<file path="src/rtl/ram_arbiter.sv">
// ram_arbiter
// Two-port round-robin arbiter and sequencer in front of a single-port
// synchronous RAM with registered read. Each requester issues one read or
// write command through a req/gnt handshake. Commands are serialized onto
// the RAM pins. Read data goes back to the requester that issued the read,
// together with a one-cycle rvalid strobe.
//
// Ports:
//   clk, rst_n                 clock (rising edge), async active-low reset
//   req0/we0/addr0/wdata0      requester 0 command (held until gnt0)
//   gnt0                       requester 0 command issued (1-cycle pulse)
//   rvalid0/rdata0             requester 0 read return (data held)
//   req1 ... rdata1            same for requester 1
//   ram_rd/ram_wr              RAM strobes, high only in the ISSUE cycle
//   ram_addr/ram_din           RAM address / write data
//   ram_dout                   RAM read data, valid RD_LAT cycles after ram_rd
module ram_arbiter #(
    parameter int DATA_W = 8,
    parameter int ADDR_W = 4,
    parameter int RD_LAT = 1
) (
    input  logic              clk,
    input  logic              rst_n,
    input  logic              req0,
    input  logic              we0,
    input  logic [ADDR_W-1:0] addr0,
    input  logic [DATA_W-1:0] wdata0,
    output logic              gnt0,
    output logic              rvalid0,
    output logic [DATA_W-1:0] rdata0,
    input  logic              req1,
    input  logic              we1,
    input  logic [ADDR_W-1:0] addr1,
    input  logic [DATA_W-1:0] wdata1,
    output logic              gnt1,
    output logic              rvalid1,
    output logic [DATA_W-1:0] rdata1,
    output logic              ram_rd,
    output logic              ram_wr,
    output logic [ADDR_W-1:0] ram_addr,
    output logic [DATA_W-1:0] ram_din,
    input  logic [DATA_W-1:0] ram_dout
);

    typedef enum logic [1:0] {
        IDLE  = 2'd0,
        ISSUE = 2'd1,
        WAIT  = 2'd2
    } state_t;

    state_t state, state_next;

    logic              cmd_we;
    logic              cmd_id;
    logic [ADDR_W-1:0] cmd_addr;
    logic [DATA_W-1:0] cmd_wdata;
    logic              ptr;
    logic [2:0]        cnt;
    logic              winner;
    logic              capture;

    // With both requesters active the pointer decides; otherwise the single
    // active one wins (req1 alone selects 1, req0 alone selects 0).
    always_comb begin
        winner = (req0 && req1) ? ptr : req1;
    end

    // State register.
    always_ff @(posedge clk or negedge rst_n) begin
        if (!rst_n) begin
            state <= IDLE;
        end else begin
            state <= state_next;
        end
    end

    // Next-state logic and the per-cycle strobes. capture marks the WAIT
    // cycle in which ram_dout carries the read data.
    always_comb begin
        state_next = state;
        gnt0       = 1'b0;
        gnt1       = 1'b0;
        ram_rd     = 1'b0;
        ram_wr     = 1'b0;
        capture    = 1'b0;
        case (state)
            IDLE: begin
                if (req0 || req1) begin
                    state_next = ISSUE;
                end
            end
            ISSUE: begin
                gnt0       = ~cmd_id;
                gnt1       = cmd_id;
                ram_wr     = cmd_we;
                ram_rd     = ~cmd_we;
                state_next = cmd_we ? IDLE : WAIT;
            end
            WAIT: begin
                if (cnt == 3'd1) begin
                    capture    = 1'b1;
                    state_next = IDLE;
                end
            end
            default: begin
                state_next = IDLE;
            end
        endcase
    end

    // Command registers, round-robin pointer, latency counter and read
    // return. The command registers only change when a new command is
    // accepted, so they also serve as the held RAM address/data.
    always_ff @(posedge clk or negedge rst_n) begin
        if (!rst_n) begin
            cmd_we    <= 1'b0;
            cmd_id    <= 1'b0;
            cmd_addr  <= '0;
            cmd_wdata <= '0;
            ptr       <= 1'b0;
            cnt       <= 3'd0;
            rvalid0   <= 1'b0;
            rvalid1   <= 1'b0;
            rdata0    <= '0;
            rdata1    <= '0;
        end else begin
            rvalid0 <= capture & ~cmd_id;
            rvalid1 <= capture & cmd_id;
            case (state)
                IDLE: begin
                    if (req0 || req1) begin
                        cmd_id    <= winner;
                        cmd_we    <= winner ? we1 : we0;
                        cmd_addr  <= winner ? addr1 : addr0;
                        cmd_wdata <= winner ? wdata1 : wdata0;
                    end
                end
                ISSUE: begin
                    ptr <= ~cmd_id;
                    cnt <= 3'(RD_LAT);
                end
                WAIT: begin
                    cnt <= cnt - 3'd1;
                end
                default: begin
                end
            endcase
            if (capture) begin
                if (cmd_id) begin
                    rdata1 <= ram_dout;
                end else begin
                    rdata0 <= ram_dout;
                end
            end
        end
    end

    assign ram_addr = cmd_addr;
    assign ram_din  = cmd_wdata;

endmodule

</file>
<file path="config.mk">
export PLATFORM = sky130hd
export DESIGN_NAME = ram_arbiter
export DESIGN_NICKNAME = d
export VERILOG_FILES = /design/src/rtl/ram_arbiter.sv
export SDC_FILE = /design/constraint.sdc
export NUM_CORES = 1
export LEC_CHECK = 0
export CORE_AREA = 2 2 72 74
export DETAILED_ROUTE_END_ITERATION = 7
export DIE_AREA = 0 0 74 76
export PLACE_DENSITY = 0.83
export SLEW_MARGIN = 20
export SYNTH_ARGS = -nofsm -noshare
export SYNTH_HDL_FRONTEND = slang
export SYNTH_SLANG_ARGS = --single-unit
export TNS_END_PERCENT = 10
</file>
<file path="constraint.sdc">
create_clock -name clk -period 1.4 [get_ports clk]
set_input_delay 0.28 -clock clk [delete_from_list [all_inputs] [get_ports clk]]
set_output_delay 0.28 -clock clk [all_outputs]
set_load 0.05 [all_outputs]
</file>
# [Word level (Yosys, flattened, before mapping)]
# Cells that the tools add are included.
[totals] output_inout_bits=34 in_bits=38 wordCells=44 register_bits=38
[op_classes] n_reduce_logical=8 bitwise_logic=4 eq_ne=5 muxes=15 addsub=1
[op_table] operator="1-bit 2-to-1 mux" n=8
[op_table] operator="8-bit 2-to-1 mux" n=1
[op_table] operator="2-bit AND reduction" n=4
[op_table] operator="2-bit 2-to-1 mux" n=3
[op_table] operator="2-bit case mux with 3 select lines" n=1
[op_table] operator="3-bit case mux with 2 select lines" n=1
[op_table] operator="4-bit 2-to-1 mux" n=1
[op_table] operator="2-bit != test (second input constant)" n=2
[op_table] operator="3-bit by 1-bit == test with 1-bit output (second input constant)" n=1
[op_table] operator="3-bit by 1-bit subtractor with 3-bit output (second input constant)" n=1
[op_table] operator="1-bit bitwise AND" n=2
[op_table] operator="2-bit by 1-bit == test with 1-bit output (second input constant)" n=1
[op_table] operator="2-bit == test (second input constant)" n=1
[op_table] operator="2-bit zero test" n=1
[op_table] operator="1-bit inverter" n=2
[op_table] operator="2-bit nonzero test" n=1
[op_table] operator="1-bit logical AND" n=1
[op_table] operator="1-bit logical OR" n=1

# [Logic depth before layout (Yosys ltp)]
[logic_depth] word_depth=4 ltp_mapped=7 depth_no_buf=5

# [Worst setup path after synthesis]
# OpenSTA, ideal clock, no wires.
[synth_path] path_type="flip-flop to flip-flop" startpoint="register state[1]" endpoint="register state[1]" n_path_buf=0 setup_time_ps=70 required_time_ps=1330 path_stages_with_launch=5 setup_slack_ps=-327 t_arrival_ps=1658 period_less_slack_ps=1727 path_cell_list="dfrtp_1 inv_1 ha_1 nor2b_1 mux2_2"
[synth_between] elab_chain_cells=3 word_cells_on_any_way=7 classes_between="4 x eq/ne; 1 x mux; 2 x reduce/logical"
[synth_rtl] element="from (decl)" line="51" rtl="state_t state, state_next;"
[synth_rtl] element="from (signal assigned)" line="73" rtl="state <= state_next;"
[synth_rtl] element="2-bit == test / 2-bit zero test (equally long branches)" line="86" rtl="case (state)"
[synth_rtl] element="2-bit != test (no source line)"
[synth_rtl] element="2-bit AND reduction (no source line)"
# Several ways; a longest one is shown, not always the timed one.
# A chain may end at the register's enable or synchronous reset.

# [Worst setup path after layout]
[layout_path] startpoint="register state[0]" endpoint="output ram_wr"
[layout_between] elab_chain_cells=2
[layout_rtl] element="2-bit by 1-bit == test with 1-bit output" line="86"
[layout_rtl] element="1-bit 2-to-1 mux" line="86"
[layout_rtl] element="to (decl)" line="39" rtl="output logic ram_wr,"
# No other way between the ends.

==> out/results.ini <==
[power_and_ir_drop]
peakVddDrop_v=0.001346
power_density_nw_per_um2=2761
power_mw=8.706
leakage_nw=1.392

[placement]
dp_hpwl_mm=3.493
dpl_cell_area_um2=2983
port_buffers=71
globalplace.congestion=0.7971

[worst_setup_path]
worstPathArrival_ps=1280
critPathRequiredTime_ps=1120
critPathKind=register to primary output
reg2regPathDepth=5
r2r-start=state[0]
cp-startpoint=state[0]
r2r-end=rdata0[0]
endpoint=ram_wr
worstSetupEndpointType=primary output
reg2reg_setup_slack_ps=-150
start_kind=register
crit_fanout=5

[floorplan]
dieWidth_um=74
die_area_um2=5624
die_height_um=76
io_pins=72
core-area_um2=4912
start_util=0.3586
fp-row-count=26

[timing]
worst_slack_ps=-163.2
tightest_slew_ps=417.3
timing.final.crit_share=1.117
setup_viol=35
period_needed_ps=1563
skew_ps=2.931
drv_slew=0
finalHoldViolCount=0
relSlewSlack=0.7218
rsz0062_at_grt=yes
fmax_mhz=639.7

[drt]
viasPerCell=4.869
wl_per_cell_um=15.28
dr.first_iter.drc_count=97
via_count=1524
postRouteAntennaNets=0
drt_first_pass_iters=4
drcViolationCount=0
finalWirelength_mm=4.784

[global_routing]
grt_pass1_wl_mm=7.783
antenna_found_initial=0
grt_pass1_vias=1665
grt_usage=0.1832
grt_max_degree=28
grt.overflow.total=0

[cells_and_area]
layout_commonest_cell=dfrtp_1
fin_nets=285
areaGrowthSynthToFinish_pct=78.98
n_antenna_cell=0
final_cell_mix=dfrtp_1 (38), buf_12 (37), clkdlybuf4s50_1 (36), mux2_2 (17), nor2_1 (16)
design_area_um2=3153
drive_above_1_share=0.3786

[cts]
cts_tree=done
clock_latency_ps=290
htree_levels=2
cts_root_buf=clkbuf_8
postCtsSetupRepairBufs=0
cts_sinks=38
cts.clk_slew.worst_paths_ps=80
cts_buffers=5
ctsLongestPathBuffers=2

[run_status]
violations=setup timing
run_status=complete, but fails checks

[logic_synthesis]
yosysSeqAreaShare=0.5398
synthesis.nets=199
syn_area_um2=1762
syn_area_per_cell_um2=11.29
syn_inst=156
yosysWarnings=0
ys_seq_elements=38
synth.distinct_cells=30

[worst_hold_path]
holdCritPathClass=input port to asynchronous set/reset pin

[job]
cap_violations=0

## synthesized netlist by cell type (all sizes together)
cell type	instances	area [um2]
nor2	16	60.06
nand2b	2	20.02
nand4b	1	15.01
nor2b	2	12.51
inv	8	30.03
dfrtp	38	950.9
a31oi	13	81.33
and2	2	12.51
a21oi	3	15.01
nand2	1	3.750
mux2i	1	10.01
a21o	1	8.760
a22o	1	10.01
a22oi	1	7.510
buf	8	73.82
and2b	1	7.510
nand3	14	70.07
o21a	1	7.510
mux2	17	191.4
clkbuf	2	8.750
o21ai	15	75.07
and3	1	7.510
nor3b	1	12.51
nand3b	1	7.510
ha	5	62.56
## report_power, final
group          internal, mW  total, mW  switching, mW
Combinational          2.87       5.70           2.84
Sequential             1.62       2.21          0.586
Clock                 0.396      0.796          0.400
## state kept, by name, summed over array words and instances, names as in the netlist
signal and count:
ram_din 8, rdata0 8, rdata1 8, ram_addr 4, cnt 3, state 2
cmd_id 1, cmd_we 1, ptr 1, rvalid0 1, rvalid1 1
## through the flow
stage | hold WS [ps] | setup slack, ps | utilization | std cells | setup TNS (ps)
floorplan | -15.59 | -72.04 | - | 156 | -605.2
finish | 442.7 | -163.2 | 0.6419 | 313 | -2475
CTS | 459.1 | -151.5 | 0.6419 | 313 | -2153
global placement | 230.1 | -170.7 | 0.6072 | 304 | -3225
global route | 474.0 | -207.9 | 0.6419 | 313 | -4900
detailed placement | 235.5 | -186.2 | 0.6072 | 304 | -4470
## critical path, cell delays in order (launching register included)
cell,delay (ps)
dfrtp_1,400
buf_6,120
ha_4,160
and2_4,160
buf_12,140
## metal layers
metal | vias to the layer above | track usage | share of wire
met5 | - | 0 | 0
met4 | 0 | 0.07273 | 0.026
met3 | 15 | 0.06349 | 0.051
met2 | 56 | 0.3134 | 0.53
met1 | 735 | 0.2034 | 0.39
li1 | 718 | - | -
## how the worst min path moves through the flow
stage / from / endpoint / slack (ps)
floorplan: rst_n / cmd_id / -20
global placement: rst_n / ram_din[4] / 230
detailed placement: rst_n / ram_din[4] / 240
CTS: rst_n / rdata0[2] / 460
global route: rst_n / ram_din[3] / 470
finish: rst_n / ram_din[3] / 440
## repair_timing
item	CTS	global route
pin swaps	1	1
hold buffers	1	0
endpoints found under the setup margin	26	37
hold endpoints to repair	17	0
gates resized for setup	15	0
## layout make-up
type / count / area [um2]
fill: 339 / 1759
inverter: 8 / 30.03
timing repair buffer: 89 / 1229
multi-input combinational: 100 / 760.7
sequential: 38 / 950.9
clock inverter: 2 / 12.51
clock buffer: 6 / 82.58
tap: 70 / 87.58
## cells by family after synthesis
| kind of cell | after synthesis | share of synthesized area |
|---|---|---|
| simple gates | 42 | 0.1300 |
| flops | 38 | 0.5398 |
| compound gates | 35 | 0.1165 |
| mux | 18 | 0.1143 |
| buf+inv | 18 | 0.06392 |
| fa+ha+maj | 5 | 0.03551 |
Power figures use the tool's default switching activity.
